$ cat config.mk
export PLATFORM = sky130hd
export DESIGN_NAME = axi_rd_arb
export DESIGN_NICKNAME = d
export VERILOG_FILES = /design/src/rtl/axi_rd_arb.sv
export SDC_FILE = /design/constraint.sdc
export NUM_CORES = 1
export LEC_CHECK = 0
export CAP_MARGIN = 20
export CORE_MARGIN = 1.5
export CORE_UTILIZATION = 34
export CTS_CLUSTER_SIZE = 40
export DETAILED_ROUTE_END_ITERATION = 7
export GPL_TIMING_DRIVEN = 0
export PLACE_DENSITY = 0.87
export SETUP_SLACK_MARGIN = 0.5
export SYNTH_ARGS = -nofsm -noshare
export SYNTH_HDL_FRONTEND = slang
export SYNTH_SLANG_ARGS = --single-unit
$ cat constraint.sdc
create_clock -name clk -period 2.19 [get_ports clk]
set_input_delay 0.3285 -clock clk [delete_from_list [all_inputs] [get_ports clk]]
set_output_delay 0.3285 -clock clk [all_outputs]
set_load 0.02 [all_outputs]
$ cat src/rtl/axi_rd_arb.sv
// Two-master AXI read-address/read-data arbiter, one burst in flight at a time.
// Define AXI_RD_ARB_FIXED_PRI_EN for fixed priority (master 0 wins); default is round-robin.
`ifndef AXI_ADDR_WIDTH
`define AXI_ADDR_WIDTH 32
`endif
`ifndef AXI_LEN_WIDTH
`define AXI_LEN_WIDTH 8
`endif
`ifndef AXI_DATA_WIDTH
`define AXI_DATA_WIDTH 32
`endif

module axi_rd_arb (
    input  logic                         clk,
    input  logic                         rst,
    input  logic [1:0]                   m_arvalid,
    output logic [1:0]                   m_arready,
    input  logic [2*`AXI_ADDR_WIDTH-1:0] m_araddr,
    input  logic [2*`AXI_LEN_WIDTH-1:0]  m_arlen,
    output logic [1:0]                   m_rvalid,
    input  logic [1:0]                   m_rready,
    output logic [`AXI_DATA_WIDTH-1:0]   m_rdata,
    output logic                         m_rlast,
    output logic                         s_arvalid,
    input  logic                         s_arready,
    output logic [`AXI_ADDR_WIDTH-1:0]   s_araddr,
    output logic [`AXI_LEN_WIDTH-1:0]    s_arlen,
    input  logic                         s_rvalid,
    output logic                         s_rready,
    input  logic [`AXI_DATA_WIDTH-1:0]   s_rdata,
    input  logic                         s_rlast,
    output logic                         arb_busy,
    output logic                         arb_owner
);

    localparam int AW = `AXI_ADDR_WIDTH;
    localparam int LW = `AXI_LEN_WIDTH;

    typedef enum logic [1:0] {
        IDLE = 2'd0,
        ADDR = 2'd1,
        DATA = 2'd2
    } state_e;

    state_e          state_q, state_d;
    logic            owner_q, owner_d;
    logic [AW-1:0]   araddr_q, araddr_d;
    logic [LW-1:0]   arlen_q, arlen_d;
    logic            winner;
    logic            req_any;
    logic            burst_done;

    assign req_any    = |m_arvalid;
    assign burst_done = s_rvalid & s_rready & s_rlast;

`ifdef AXI_RD_ARB_FIXED_PRI_EN
    assign winner = ~m_arvalid[0];
`else
    logic last_grant_q, last_grant_d;

    // Contended requests go to whoever did not finish the previous burst
    always_comb begin
        winner = 1'b0;
        unique case (m_arvalid)
            2'b01:   winner = 1'b0;
            2'b10:   winner = 1'b1;
            2'b11:   winner = ~last_grant_q;
            default: winner = 1'b0;
        endcase
    end

    always_comb begin
        last_grant_d = last_grant_q;
        if (state_q == DATA && burst_done) begin
            last_grant_d = owner_q;
        end
    end

    always_ff @(posedge clk) begin
        if (rst) begin
            last_grant_q <= 1'b1;
        end else begin
            last_grant_q <= last_grant_d;
        end
    end
`endif

    always_ff @(posedge clk) begin
        if (rst) begin
            state_q  <= IDLE;
            owner_q  <= 1'b0;
            araddr_q <= '0;
            arlen_q  <= '0;
        end else begin
            state_q  <= state_d;
            owner_q  <= owner_d;
            araddr_q <= araddr_d;
            arlen_q  <= arlen_d;
        end
    end

    always_comb begin
        state_d  = state_q;
        owner_d  = owner_q;
        araddr_d = araddr_q;
        arlen_d  = arlen_q;
        unique case (state_q)
            IDLE: begin
                if (req_any) begin
                    state_d  = ADDR;
                    owner_d  = winner;
                    araddr_d = winner ? m_araddr[2*AW-1:AW]
                                      : m_araddr[AW-1:0];
                    arlen_d  = winner ? m_arlen[2*LW-1:LW]
                                      : m_arlen[LW-1:0];
                end
            end
            ADDR: begin
                if (s_arready) begin
                    state_d = DATA;
                end
            end
            DATA: begin
                if (burst_done) begin
                    state_d = IDLE;
                end
            end
            default: state_d = IDLE;
        endcase
    end

    // Handshake outputs are forced low while rst is asserted
    always_comb begin
        m_arready = 2'b00;
        m_rvalid  = 2'b00;
        s_arvalid = 1'b0;
        s_rready  = 1'b0;
        arb_busy  = 1'b0;
        arb_owner = 1'b0;
        if (!rst) begin
            arb_busy  = (state_q != IDLE);
            arb_owner = owner_q;
            unique case (state_q)
                IDLE: m_arready[winner] = req_any;
                ADDR: s_arvalid = 1'b1;
                DATA: begin
                    m_rvalid[owner_q] = s_rvalid;
                    s_rready          = m_rready[owner_q];
                end
                default: ;
            endcase
        end
    end

    assign m_rdata  = s_rdata;
    assign m_rlast  = s_rlast;
    assign s_araddr = araddr_q;
    assign s_arlen  = arlen_q;

endmodule

==> impl_metrics.json <==
{
  "outcome": "finished clean",
  "h-tree-depth": 2,
  "powerDensity_nw_per_um2": 579,
  "worstPathRequired_ns": 1.86,
  "antenna_found_initial": 0,
  "yosys.area.top_type_share_pct": 39.5,
  "yosysWarnings": 0,
  "fin_skew_ns": 0.00961,
  "slew_headroom_pct": 63.1,
  "maxSlewViolCount": 0,
  "die_x_um": 84.0,
  "p_int_mw": 1.66,
  "worst_pin_slew_ns": 0.551,
  "combPwrFrac_pct": 38.8,
  "critPathMaxFanout": 4,
  "worstSetupEndpointType": "primary output",
  "worstHoldPathType": "in -> reg",
  "grt_max_degree": 13,
  "min_period_ns": 1.74,
  "cts_tree": "done",
  "ys_ff_latch": 44,
  "dp_cells": 480,
  "ff2ff_setup_slack_ns": 0.58,
  "cts_buffer_depth": 2,
  "start_util_pct": 35.1,
  "drc_errors": 0,
  "syn_to_final_growth_pct": 86.0,
  "setup-violations-final": 0,
  "nets": 536,
  "drtIter0Drc": 67,
  "final_cells": 493,
  "cts_hold_buf": 0,
  "p_sw_share_pct": 30.7,
  "cts_root_buf": "clkbuf_8",
  "ir_worst_vdd_uv": 308,
  "n_antenna_cell": 0,
  "antenna_left": 0,
  "routed_wl_um": 7250,
  "drv_cap": 0,
  "routedWlPerCell_um": 14.7,
  "setup-tns-final_ns": 0,
  "fin_crit_sh_pct": 79.5,
  "netlist-cell-type-count": 30,
  "fp.dieH_um": 84.0,
  "rows": 29,
  "cts.sinks": 44,
  "clock.fmax_mhz": 574,
  "clk_pin_slew_ns": 0.09,
  "synth_area_um2": 2230,
  "critPathKind": "reg -> out",
  "yosys.area.top_type": "dfxtp_1",
  "nFillCells": 519,
  "via_per_inst": 4.83,
  "ys_seq_area_share_pct": 39.5,
  "synth_fp_nets": 356,
  "avgSynthCellArea_um2": 9.48,
  "seq_power_share_pct": 39.3,
  "dieArea_um2": 7050,
  "fin_hold_ws_ns": 0.262,
  "cp.arrival_ns": 1.41,
  "switching_power_uw": 736,
  "postLayoutCoreUtil_pct": 65.3,
  "core_region_area_um2": 6350,
  "cp-start-kind": "flip-flop",
  "portBuffers": 168,
  "synthCells": 235,
  "cts_inserted_buffers": 5,
  "overflow": 0,
  "final_layout_size_suffix_gt1_share_pct": 18.0,
  "num_vias": 2381,
  "clock_power_share_pct": 21.9,
  "drt_pass1_iterations": 4,
  "globalplace.congestion": 0.759,
  "hold_viol": 0,
  "dp_hpwl_um": 5800,
  "synth_area_leaders": "dfxtp_1, mux2i_1, buf_4, a211oi_1, nor2_1",
  "grt_pass1_wl_um": 11400,
  "rsz0062_at_grt": "yes",
  "clk_latency_ns": 0.29,
  "first_global_vias": 2443,
  "track_usage_pct": 19.9,
  "io_pins": 202,
  "p_leak_nw": 1.67
}
sequential cells by signal (all words and copies together) (netlist names):
name / cells
owner_q: 1
state_q: 2
s_araddr: 32
s_arlen: 8
last_grant_q: 1
synth_stat cells:
cell type and count:
dfxtp_1 44, buf_4 36, nor2_1 32, mux2i_1 30, a211oi_1 28, a221o_1 6
a22oi_1 6, and2_1 6, nand2_1 6, o21ai_0 6, buf_6 5, clkbuf_1 5
buf_2 4, nor3_1 3, nand3b_1 2, nor2_2 2, a2111oi_0 1, a21boi_2 1
a21o_1 1, and3_1 1, and3_4 1, and3b_2 1, inv_1 1, nand2b_1 1
nor2b_4 1, nor3b_1 1, o21a_1 1, o21ai_1 1, o22ai_1 1, or3b_2 1
cell type report:
type / count / area, µm² / area share [%]
multi-input combinational: 140 / 998 / 24.1
inverter: 1 / 3.75 / 0.0906
clock buffer: 8 / 90.1 / 2.17
tap: 77 / 96.3 / 2.32
timing repair buffer: 173 / 1690 / 40.9
buffer: 50 / 373 / 8.99
sequential: 44 / 890 / 21.5
metal layers:
layer / wire length [µm] / global-route usage (%)
met1: 2800 / 21.8
met2: 3730 / 37.1
met3: 686 / 6.23
met4: 36 / 4.47
met5: 0 / 0
kinds of logic (layout without fill, tap and decap cells):
| group | after synthesis | after routing | share of synthesized area (%) |
|---|---|---|---|
| flip-flops | 44 | 44 | 39.5 |
| AND/OR/NAND/NOR | 58 | 58 | 12.9 |
| buffers and inverters | 51 | 232 | 16.6 |
| multiplexers | 30 | 30 | 13.5 |
| AO/OA/AOI/OAI | 52 | 52 | 17.6 |
final timing paths:
check | start | to | cells past startpoint
worst min-delay path | rst | state_q[0] | 2
worst min register to register | s_araddr[19] | s_araddr[19] | 1
worst max register to register | last_grant_q | s_araddr[27] | 7
worst max-delay path | state_q[1] | m_arready[0] | 6
cell usage in the layout, fill, tap and decap left out, types with 7 or more instances in the layout:
cell type	n
a211oi_1	28
buf_4	43
buf_6	7
clkdlybuf4s50_1	157
dfxtp_1	41
mux2i_1	30
nor2_1	32
critical path: stages, from the launching register on:
cell and delay [ns]:
dfxtp_4 0.36, nor2_4 0.13, and3_4 0.19, buf_6 0.09, nor2b_4 0.13, buf_6 0.11
buf_6 0.10
through the flow:
step	worst slack [ns]	power [mW]	cell area, µm²
after floorplan	0.608	1.40	2230
after global placement	-0.274	1.86	4010
after detailed placement	-0.287	1.88	4010
after CTS	0.458	2.41	4140
after global routing	0.389	2.51	4150
final	0.449	2.40	4150
what timing repair did:
item                                    4_1_cts  5_1_grt
endpoints found under the setup margin       15        9
resized for setup                            40       12
setup buffers                                 4        1
pin swaps                                     3        1
hold endpoints to repair                      0        0
power by group through the flow:
| stage | combinational [mW] | clock (mW) | sequential [mW] |
|---|---|---|---|
| CTS | 0.930 | 0.535 | 0.942 |
| detailed placement | 0.917 | 0 | 0.960 |
| finish | 0.929 | 0.526 | 0.943 |
| global placement | 0.903 | 0 | 0.955 |
| floorplan | 0.342 | 0 | 1.06 |
| global route | 0.991 | 0.570 | 0.955 |
Power figures use the tool's default switching activity.
